[src/rtl/sel_merge_2_sync.sv]
// Clocked two-way conditional merge for the drive/free handshake fabric.
// Collects the selected upstream drives, fires one downstream drive, and
// returns free only to the selected channels after downstream frees.
//
// Ports:
//   clk, rst           : clock, synchronous active-high reset
//   valid0, valid1     : channel participation, sampled in IDLE
//   i_drive0/1         : upstream drive pulses
//   i_freeNext         : downstream free pulse
//   o_driveNext        : one-cycle downstream drive pulse
//   o_free0/1          : one-cycle upstream free pulses
//   o_busy             : transaction in progress
//   o_err              : one-cycle protocol-violation flag
module sel_merge_2_sync #(
  parameter int unsigned FIRE_DLY = 2,
  parameter int unsigned FREE_DLY = 2
) (
  input  logic clk,
  input  logic rst,
  input  logic valid0,
  input  logic valid1,
  input  logic i_drive0,
  input  logic i_drive1,
  input  logic i_freeNext,
  output logic o_driveNext,
  output logic o_free0,
  output logic o_free1,
  output logic o_busy,
  output logic o_err
);

  typedef enum logic [2:0] {
    IDLE,
    COLLECT,
    FIRE_WAIT,
    WAIT_FREE,
    FREE_WAIT,
    RELEASE
  } state_e;

  localparam logic [3:0] FIRE_LD = 4'(FIRE_DLY);
  localparam logic [3:0] FREE_LD = 4'(FREE_DLY);

  state_e     state_q, state_d;
  logic [1:0] col_q, col_d;
  logic [1:0] sel_q, sel_d;
  logic [3:0] cnt_q, cnt_d;
  logic       drv_q, free0_q, free1_q;
  logic       busy_q, err_q;

  logic [1:0] drv, vld, acc;
  logic       go_fire, go_free;
  logic       fire, rel, err;

  assign drv = {i_drive1, i_drive0};
  assign vld = {valid1, valid0};

  always_comb begin
    state_d = state_q;
    col_d   = col_q;
    sel_d   = sel_q;
    cnt_d   = cnt_q;
    acc     = 2'b00;
    go_fire = 1'b0;
    go_free = 1'b0;
    fire    = 1'b0;
    rel     = 1'b0;
    err     = 1'b0;

    unique case (state_q)
      IDLE: begin
        acc = drv & vld;
        err = (|(drv & ~vld)) | i_freeNext;
        if (|acc) begin
          sel_d = vld;
          col_d = acc;
          if (acc == vld) begin
            go_fire = 1'b1;
          end else begin
            state_d = COLLECT;
          end
        end
      end
      COLLECT: begin
        // only selected, not-yet-collected channels count
        acc   = drv & sel_q & ~col_q;
        err   = (|(drv & ~acc)) | i_freeNext;
        col_d = col_q | acc;
        if ((col_q | acc) == sel_q) begin
          go_fire = 1'b1;
        end
      end
      FIRE_WAIT: begin
        err = (|drv) | i_freeNext;
        if (cnt_q == 4'd1) begin
          fire    = 1'b1;
          cnt_d   = 4'd0;
          state_d = WAIT_FREE;
        end else begin
          cnt_d = cnt_q - 4'd1;
        end
      end
      WAIT_FREE: begin
        err = |drv;
        if (i_freeNext) begin
          go_free = 1'b1;
        end
      end
      FREE_WAIT: begin
        err = (|drv) | i_freeNext;
        if (cnt_q == 4'd1) begin
          rel     = 1'b1;
          cnt_d   = 4'd0;
          state_d = RELEASE;
        end else begin
          cnt_d = cnt_q - 4'd1;
        end
      end
      RELEASE: begin
        err     = (|drv) | i_freeNext;
        col_d   = 2'b00;
        sel_d   = 2'b00;
        state_d = IDLE;
      end
      default: begin
        state_d = IDLE;
      end
    endcase

    // zero delay skips the wait state and pulses on the entry edge
    if (go_fire) begin
      if (FIRE_LD == 4'd0) begin
        fire    = 1'b1;
        state_d = WAIT_FREE;
      end else begin
        cnt_d   = FIRE_LD;
        state_d = FIRE_WAIT;
      end
    end

    if (go_free) begin
      if (FREE_LD == 4'd0) begin
        rel     = 1'b1;
        state_d = RELEASE;
      end else begin
        cnt_d   = FREE_LD;
        state_d = FREE_WAIT;
      end
    end
  end

  always_ff @(posedge clk) begin
    if (rst) begin
      state_q <= IDLE;
      col_q   <= 2'b00;
      sel_q   <= 2'b00;
      cnt_q   <= 4'd0;
      drv_q   <= 1'b0;
      free0_q <= 1'b0;
      free1_q <= 1'b0;
      busy_q  <= 1'b0;
      err_q   <= 1'b0;
    end else begin
      state_q <= state_d;
      col_q   <= col_d;
      sel_q   <= sel_d;
      cnt_q   <= cnt_d;
      drv_q   <= fire;
      free0_q <= rel & sel_q[0];
      free1_q <= rel & sel_q[1];
      busy_q  <= (state_d != IDLE);
      err_q   <= err;
    end
  end

  assign o_driveNext = drv_q;
  assign o_free0     = free0_q;
  assign o_free1     = free1_q;
  assign o_busy      = busy_q;
  assign o_err       = err_q;

endmodule

[config.mk]
export PLATFORM = sky130hd
export DESIGN_NAME = sel_merge_2_sync
export DESIGN_NICKNAME = d
export VERILOG_FILES = /design/src/rtl/sel_merge_2_sync.sv
export SDC_FILE = /design/constraint.sdc
export NUM_CORES = 1
export LEC_CHECK = 0
export BUFFER_PORTS_ARGS = -buffer_cell sky130_fd_sc_hd__buf_4
export CORE_MARGIN = 1
export CORE_UTILIZATION = 50
export CTS_BUF_LIST = sky130_fd_sc_hd__clkbuf_2 sky130_fd_sc_hd__clkbuf_4 sky130_fd_sc_hd__clkbuf_8
export DETAILED_ROUTE_END_ITERATION = 6
export GPL_TIMING_DRIVEN = 0
export PLACE_DENSITY = 0.68
export SLEW_MARGIN = 20
export SYNTH_ARGS = -nofsm -noshare
export SYNTH_HDL_FRONTEND = slang
export SYNTH_SLANG_ARGS = --single-unit
[constraint.sdc]
create_clock -name clk -period 3.5 [get_ports clk]
set_clock_uncertainty 0.2 [all_clocks]
set_input_delay 0.7 -clock clk [delete_from_list [all_inputs] [get_ports clk]]
set_output_delay 0.7 -clock clk [all_outputs]
set_load 0.05 [all_outputs]
# Yosys cells after proc, flatten, opt, wreduce, memory -nomap -nowiden
# Cells that the tools add are included.
[totals]
register_bits = 16
in_bits = 7
word_cells = 75
[classes]
add_sub_neg = 1
eq_ne = 9
n_mux = 24
bitwise_logic = 15
reduce_logical = 16
[op_table]
columns = ["op", "n"]
rows = [
  ["2-to-1 mux 3 bit", 6],
  ["OR reduction 2 bit", 7],
  ["one-hot mux 3 bit (4 select lines)", 1],
  ["bitwise AND 2 bit", 5],
  ["2-to-1 mux 2 bit", 5],
  ["nonzero test 3 bit", 3],
  ["2-to-1 mux 1 bit", 7],
  ["equality test 3 x 2 -> 1 bit, second input constant", 2],
  ["equality test 3 bit, second input constant", 2],
  ["NOT 2 bit", 3],
  ["one-hot mux 2 bit (3 select lines)", 1],
  ["OR reduction 3 bit", 2],
  ["equality test 2 bit", 2],
  ["equality test 4 x 1 -> 1 bit, second input constant", 1],
  ["2-to-1 mux 4 bit", 1],
  ["one-hot mux 1 bit (4 select lines)", 1],
  ["one-hot mux 2 bit (2 select lines)", 1],
  ["AND reduction 2 bit", 2],
  ["subtractor 4 x 1 -> 4 bit, second input constant", 1],
  ["equality test 3 x 1 -> 1 bit, second input constant", 1],
  ["zero test 3 bit", 1],
  ["OR 1 bit", 3],
  ["bitwise AND 1 bit", 2],
  ["inequality test 2 bit, second input constant", 1],
  ["other kinds (4)", 4],
]

# Depth between registers and ports, before layout
# Gate-level depths: netlist of run 1.
[depth]
depth_word = 9
depth_mapped = 6

# Least setup slack after synthesis of run 1
# Ideal clock, no wire load.
[synth_path]
kind = "input-to-reg"
startpoint = "input port i_drive0"
endpoint = "register col_q[0]"
setup_ps = 130
arrival_ps = 1530
t_required_ps = 3170
slack_ps = 1640
path_stages = 5
n_path_buf = 1
path_cell_list = "buf_2 -> a22o_1 -> a21o_1 -> a41oi_1 -> nor3_1"
[synth_via]
elab_chain_cells = 4
elab_cells_between_ends = 9
cone_classes = "eq/ne: 1; mux: 2; bitwise: 4; reduce/logical: 2"
[synth_rtl]
columns = ["element", "line", "rtl"]
rows = [
  ["from (decl)", "22", "input logic i_drive0,"],
  ["bitwise AND 2 bit (on tied branches)", "86, 72", ""],
  ["bitwise AND 2 bit / OR reduction 2 bit (equally long branches)", "86, 74", ""],
  ["OR 2 bit / inequality test 2 bit (equally long branches)", "-", ""],
  ["one-hot mux 2 bit (3 select lines) / AND reduction 2 bit (equally long branches)", "-", ""],
  ["to (signal assigned)", "165", "col_q <= col_d;"],
  ["to (decl)", "45", "logic [1:0] col_q, col_d;"],
]
# Several ways; a longest one is shown, not always the timed one. The select of a mux whose other input is x is not followed.
# A chain may end at the register's enable or synchronous reset.

# Final worst setup path of run 1
[layout_path]
startpoint = "input port i_drive0"
endpoint = "register cnt_q[0]"
[layout_via]
elab_chain_cells = 7
elab_cells_between_ends = 12
cone_classes = "eq/ne: 2; mux: 4; bitwise: 4; reduce/logical: 2"
[layout_rtl]
columns = ["element", "line", "rtl"]
rows = [
  ["bitwise AND 2 bit (2 in series)", "86", "acc = drv & sel_q & ~col_q;"],
  ["OR 2 bit", "89", "if ((col_q | acc) == sel_q) begin"],
  ["equality test 2 bit", "89", ""],
  ["2-to-1 mux 1 bit", "89", ""],
  ["one-hot mux 1 bit (2 select lines) *", "70", "unique case (state_q)"],
  ["OR reduction 3 bit (no line) *", "-", ""],
  ["to (signal assigned)", "167", "cnt_q <= cnt_d;"],
  ["to (decl)", "47", "logic [3:0] cnt_q, cnt_d;"],
]
# Every way passes the cells marked *; elsewhere a longest branch is shown, timed or not.

==> results of run 1 <==
==> per-stage QoR <==
| stage | utilization, % | hold slack [ns] | cell area [µm²] | setup WS (ns) | std cells |
|---|---|---|---|---|---|
| after global placement | 59.9 | 0.301 | 1060 | 1.53 | 154 |
| after global routing | 62.0 | 0.363 | 1090 | 1.66 | 158 |
| after detailed placement | 59.9 | 0.299 | 1060 | 1.52 | 154 |
| after floorplan | - | 0.268 | 958 | 1.64 | 120 |
| after CTS | 62.0 | 0.320 | 1090 | 1.80 | 158 |
| final | 62.0 | 0.326 | 1090 | 1.80 | 158 |
==> worst register-to-register path, delay by kind of cell, from the launching register on <==
family          cells  cell delay (ns)
compound gates      2             0.39
fa+ha+maj           1             0.20
buf+inv             1             0.11
flops               1             0.32
simple gates        2             0.40
==> where the power goes <==
part           leakage (nW)  switching (W)  total [W]  internal, W
sequential            0.131      0.0000137   0.000212     0.000198
clock                0.0210      0.0000598   0.000123    0.0000635
combinational         0.270      0.0000863   0.000151    0.0000645
total                 0.422       0.000160   0.000486     0.000326
==> sequential cells by signal (all words and copies together) (netlist names) <==
register     flops
o_free1          1
cnt_q            4
sel_q            2
col_q            2
o_err            1
state_q          3
o_driveNext      1
o_free0          1
o_busy           1
==> layout make-up <==
cell class	count	area, µm²
timing repair buffer	9	67.6
buffer	7	38.8
tap	25	31.3
sequential	16	320
multi-input combinational	89	569
inverter	8	30.0
fill	176	671
clock buffer	4	36.3
==> final timing paths <==
kind | start | end | slack [ns] | cells past startpoint
worst max-delay path | i_drive0 | cnt_q[0] | 1.80 | 5
worst min-delay path | sel_q[1] | sel_q[1] | 0.33 | 2
worst max register to register | cnt_q[1] | state_q[0] | 1.83 | 6
worst min register to register | sel_q[1] | sel_q[1] | 0.33 | 2
==> placed cells by master, fill, tap and decap left out, types with 2 or more instances in the layout <==
| cell | count |
|---|---|
| a21o_1 | 3 |
| a21oi_1 | 9 |
| a31oi_1 | 3 |
| a41oi_1 | 4 |
| and2_1 | 2 |
| buf_2 | 4 |
| buf_4 | 9 |
| clkbuf_1 | 2 |
| clkbuf_4 | 3 |
| dfxtp_1 | 16 |
| ha_1 | 2 |
| inv_1 | 8 |
| mux2i_1 | 2 |
| nand2_1 | 10 |
| nand2b_1 | 6 |
| nand3_1 | 4 |
| nand4_1 | 2 |
| nor2_1 | 8 |
| nor2b_1 | 2 |
| nor3_1 | 4 |
| nor3b_1 | 2 |
| o2111ai_1 | 2 |
| o21ai_0 | 3 |
| o22ai_1 | 3 |
| xnor2_1 | 2 |
==> routing by layer <==
metal	up-vias	track usage [%]
met3	7	3.97
met4	0	14.7
met5	-	0
li1	468	-
met2	38	28.9
met1	423	36.2
==> Yosys cell counts, drive strengths merged <==
cell,n,area share [%]
a311oi,1,0.91
nand2,10,3.9
or2,1,0.65
inv,8,3.1
o221a,1,1.2
nand2b,6,3.9
or4,1,0.78
nand3,4,2.1
nor3b,2,1.6
xor2,1,0.91
a41oi,4,3.7
ha,2,2.6
a31oi,3,2.0
a31o,2,1.8
a21o,3,2.3
o22ai,3,2.0
o2111ai,3,3.4
a21oi,9,4.7
nor2b,2,1.3
and3,1,0.65
mux2i,2,2.1
nor4,1,0.65
and2,2,1.3
o32ai,1,0.91
nand4,2,1.3
o21a,1,0.78
a22o,1,0.91
or3,1,0.65
dfxtp,16,33
xnor2,2,1.8
nor2,8,3.1
clkbuf,2,0.78
o211ai,1,0.78
buf,5,3.3
nor3,5,3.1
o21ai,3,1.6
==> kinds of logic (layout without fill, tap and decap cells) <==
kind of cell / count (synthesis) / count (layout) / synth area share, %
AO/OA/AOI/OAI: 36 / 36 / 26.9
XOR/XNOR: 3 / 3 / 2.74
adder cells (fa/ha/maj): 2 / 2 / 2.61
buffers and inverters: 15 / 28 / 7.18
flip-flops: 16 / 16 / 33.4
multiplexers: 2 / 2 / 2.09
AND/OR/NAND/NOR: 46 / 46 / 25.1
==> results.py, run 1 <==
metrics = {
    "clock_network": {
        "h-tree-depth": 1,
        "insertion_delay_ns": 0.29,
        "hold_buffers": 0,
        "cts_sinks": 16,
        "cts_made_buffers": 3,
        "tritoncts": "done",
        "postCtsSetupRepairBufs": 0,
        "post_cts_resized": 0,
        "clock_path_buffers": 2,
        "root_buffer": "clkbuf_4",
        "clkSlewWorstSetupHoldPaths_ns": 0.09,
    },
    "timing": {
        "relSlewSlack_pct": 71.6,
        "tns_ns": 0,
        "setup_violations": 0,
        "rsz0062_at_grt": "no",
        "hold_viol": 0,
        "fmax_mhz": 587,
        "finalCritPeriodShare_pct": 48.7,
        "period_needed_ns": 1.70,
        "worstMarginPinSlew_ns": 0.426,
        "finalMaxSlewViolations": 0,
    },
    "routing": {
        "vias": 936,
        "drt-initial-drc-count": 37,
        "met2_length_um": 834,
        "drcViolationCount": 0,
        "dr.pass1.iters": 4,
        "routed.top_layer": "met4",
        "met3_length_um": 129,
        "vias_per_cell": 5.92,
        "wirelength_um": 2120,
        "wl_per_cell_um": 13.4,
        "met1_length_um": 1100,
        "final_antenna_net_count": 0,
    },
    "synthesis": {
        "synth_cells": 120,
        "ys_warn_count": 0,
        "syn_area_um2": 958,
        "ys_seq_elements": 16,
        "syn_avg_cell_area_um2": 7.99,
        "synth.distinct_cells": 40,
        "syn_nets": 129,
        "seq_area_frac_synth_pct": 33.4,
    },
    "power": {
        "leakage_nw": 0.422,
        "power_density_nw_per_um2": 445,
        "power.total_w": 0.000486,
        "ir_worst_vdd_v": 0.000310,
    },
    "global_route": {
        "grt_pass1_wl_um": 3480,
        "grt_max_degree": 11,
        "grt_pass1_vias": 779,
        "grt-ovfl-total": 0,
        "grtUsageTotal_pct": 23.4,
        "antenna_found_initial": 0,
    },
    "setup_path": {
        "critPathRequiredTime_ns": 3.53,
        "crit_family": "compound AO/OA/AOI/OAI gates",
        "worst-path-buf-inv": 1,
        "slowest_delay_ns": 0.28,
        "start_kind": "input pin",
        "cp-end-kind": "flip-flop",
        "crit_chain": "buf_2 > a22o_1 > o2111ai_1 > o2111ai_2 > a21oi_1",
        "critPathSlowestCell": "a22o_1",
        "crit_path_max_fanout": 10,
        "arrival_ns": 1.73,
        "crit_type": "input pin to flip-flop",
    },
    "die": {
        "fp.dieH_um": 45.8,
        "start_util_pct": 54.3,
        "die_w_um": 45.8,
        "pin_count": 12,
        "rows": 15,
        "die_area_um2": 2100,
        "coreArea_um2": 1760,
    },
    "outcome": {
        "status": "completed",
    },
    "placed_design": {
        "numPortBuffers": 9,
        "gp_congestion": 0.852,
        "dp_hpwl_um": 1560,
    },
    "worst_hold_path": {
        "hold_path.class": "flip-flop to flip-flop",
    },
    "layout": {
        "nets": 143,
        "syn_to_final_growth_pct": 14.1,
        "final_layout_size_suffix_gt1_share_pct": 17.3,
        "diodes": 0,
    },
    "job": {
        "cap_violations": 0,
    },
}
(Power assumes the default switching activity.)
==> run 2: changes to the inputs <==
--- a/config.mk
+++ b/config.mk
@@ -11,7 +11,7 @@
 export CTS_BUF_LIST = sky130_fd_sc_hd__clkbuf_2 sky130_fd_sc_hd__clkbuf_4 sky130_fd_sc_hd__clkbuf_8
 export DETAILED_ROUTE_END_ITERATION = 6
 export GPL_TIMING_DRIVEN = 0
-export PLACE_DENSITY = 0.68
+export PLACE_DENSITY = 0.71
 export SLEW_MARGIN = 20
 export SYNTH_ARGS = -nofsm -noshare
 export SYNTH_HDL_FRONTEND = slang
==> constraint.sdc (replaced) <==
create_clock -name clk -period 1.4 [get_ports clk]
set_clock_uncertainty 0.2 [all_clocks]
set_input_delay 0.28 -clock clk [delete_from_list [all_inputs] [get_ports clk]]
set_output_delay 0.28 -clock clk [all_outputs]
set_load 0.05 [all_outputs]
==> run 2 against run 1 <==
  * The run now ends with setup timing left
  * Register-to-register slack worse by 2.0 ns
  * Worst setup slack worse by 2.0 ns
  * Critical path depth stayed put
  * Global-route usage is 2.9 points higher
  * Sequential share of layout area is 4.2 points lower
  * First-iteration DRC count is 110% higher
  * Via count is 13% higher
  * Clock power grew to 2.6 times the previous value
  * Utilization is 14 points higher
  * Design area is 23% higher
  * Wire length is 43% higher
  * Cell count is 4.4% higher
==> results.py, run 2 (synthesized netlist as in run 1, its figures left out) <==
metrics = {
    "routing": {
        "vias_per_cell": 6.43,
        "drt-initial-drc-count": 78,
        "wl_per_cell_um": 18.3,
        "vias": 1061,
        "final_antenna_net_count": 0,
        "dr.pass1.iters": 4,
        "drcViolationCount": 0,
        "wirelength_um": 3020,
    },
    "timing": {
        "fmax_mhz": 621,
        "period_needed_ns": 1.61,
        "hold_viol": 0,
        "holdWs_ns": 0.0732,
        "setup_violations": 10,
        "worstMarginPinSlew_ns": 0.482,
        "layout_setup_ws_ns": -0.210,
        "relSlewSlack_pct": 67.9,
        "rsz0062_at_grt": "yes",
        "finalMaxSlewViolations": 0,
        "finalCritPeriodShare_pct": 115,
    },
    "placed_design": {
        "gp_congestion": 0.937,
        "dp_hpwl_um": 1690,
        "numPortBuffers": 9,
    },
    "die": {
        "fp.dieH_um": 45.8,
        "die_w_um": 45.8,
        "rows": 15,
        "start_util_pct": 54.3,
        "die_area_um2": 2100,
        "pin_count": 12,
        "coreArea_um2": 1760,
    },
    "power": {
        "p_int_w": 0.000909,
        "p_sw_w": 0.000515,
        "pwr-share-clk_pct": 22.5,
        "power_density_nw_per_um2": 1060,
        "power.total_w": 0.00142,
        "leakage_nw": 0.496,
        "p_comb_share_pct": 38.7,
        "ir_worst_vdd_v": 0.000705,
        "seq_power_share_pct": 38.8,
        "sw_frac_of_total_pct": 36.2,
    },
    "job": {
        "cap_violations": 0,
    },
    "global_route": {
        "grt-ovfl-total": 0,
        "grtUsageTotal_pct": 26.3,
        "grt_pass1_wl_um": 4040,
        "grt_pass1_vias": 856,
        "grt_max_degree": 11,
        "antenna_found_initial": 0,
    },
    "setup_path": {
        "cp-end-kind": "flip-flop",
        "arrival_ns": 1.64,
        "worst-path-buf-inv": 1,
        "crit_type": "flip-flop to flip-flop",
        "crit_path_max_fanout": 4,
        "critPathRequiredTime_ns": 1.43,
        "ff2ff_path_depth": 5,
        "crit_family": "simple AND/OR/NAND/NOR gates",
        "crit_chain": "inv_4 > ha_4 > nor3b_4 > or4_4 > a21oi_2",
        "crit_cells": 5,
        "start_kind": "flip-flop",
        "slowest_delay_ns": 0.49,
        "critPathSlowestCell": "or4_4",
    },
    "clock_network": {
        "clkSlewWorstSetupHoldPaths_ns": 0.10,
        "clock_path_buffers": 2,
        "h-tree-depth": 1,
        "cts_sinks": 16,
        "root_buffer": "clkbuf_4",
        "insertion_delay_ns": 0.29,
        "tritoncts": "done",
        "cts_made_buffers": 3,
    },
    "layout": {
        "multiInputGateArea_um2": 719,
        "regMostFlops": "cnt_q",
        "seq_area_um2": 337,
        "final_common_cell": "buf_4",
        "fill_cells": 120,
        "largest_register_ffs": 4,
        "nets": 150,
        "layout_common_cells": "18 x buf_4, 9 x dfxtp_1, 8 x nand2_1",
        "diodes": 0,
        "largestRegisters": "cnt_q: 4 flops, state_q: 3 flops",
        "syn_to_final_growth_pct": 39.9,
        "final_layout_size_suffix_gt1_share_pct": 42.1,
    },
    "outcome": {
        "violations": "setup timing",
        "status": "complete, but fails checks",
    },
    "worst_hold_path": {
        "holdPathStages": 3,
        "hold_path.class": "input pin to flip-flop",
    },
}
## run 2: changes by cell type in the layout (fill, tap and decap cells not counted), moves of 3 or more
cell and change:
buf_2 -3, dfxtp_2 +4, buf_4 +9, o2111ai_4 +3
inv_1 -3, dfxtp_4 +3, dfxtp_1 -7
## run 2: final cells by class
cell class | instances | area share [%]
clock buffer | 4 | 2.71
multi-input combinational | 89 | 53.6
buffer | 7 | 4.01
tap | 25 | 2.33
timing repair buffer | 16 | 9.51
inverter | 8 | 2.71
sequential | 16 | 25.1
## run 2: power by group through the flow
stage	registers, W	clock network (W)	logic [W]
6_report	0.000553	0.000320	0.000551
3_3_place_gp	0.000548	0	0.000382
3_5_place_dp	0.000550	0	0.000389
5_1_grt	0.000558	0.000339	0.000584
2_1_floorplan	0.000569	0	0.000276
4_1_cts	0.000545	0.000313	0.000408
## run 2: what timing repair did
item                                    CTS  global route
setup buffers                             0             7
endpoints found under the setup margin   14            14
gates resized for setup                  15            27
hold buffers                              0             0
pin swaps                                 3             8
## run 2: worst register-to-register path, delay by kind of cell (launching register included)
| kind | cells | cell delay [ns] |
|---|---|---|
| compound gates | 1 | 0.12 |
| buf+inv | 1 | 0.06 |
| flops | 1 | 0.37 |
| fa+ha+maj | 1 | 0.16 |
| simple gates | 2 | 0.65 |
## run 2: through the flow
stage	setup WS [ns]	TNS (ns)	util [%]	instances	instance area (µm²)
finish	-0.210	-1.09	76.0	165	1340
global route	-0.268	-1.82	76.0	165	1340
CTS	-0.182	-0.948	66.2	158	1170
detailed placement	-0.241	-2.20	61.6	154	1090
global placement	-0.212	-1.81	61.6	154	1090
floorplan	-0.112	-0.224	-	120	987
## run 2: path summary, 6_finish.rpt
check,from,slack (ns),endpoint
max,cnt_q[1],-0.21,cnt_q[0]
min,valid1,0.07,sel_q[1]
max reg2reg,cnt_q[1],-0.21,cnt_q[0]
min reg2reg,sel_q[1],0.32,sel_q[1]
## run 2: metal layers
| layer | track usage, % | up-vias | routed length [µm] | share of wire, % |
|---|---|---|---|---|
| li1 | - | 477 | - | - |
| met1 | 40.8 | 488 | 1260 | 42 |
| met2 | 36.9 | 83 | 1370 | 45 |
| met3 | 3.57 | 13 | 319 | 11 |
| met4 | 8.24 | 0 | 74 | 2.5 |
| met5 | 0 | - | 0 | 0 |
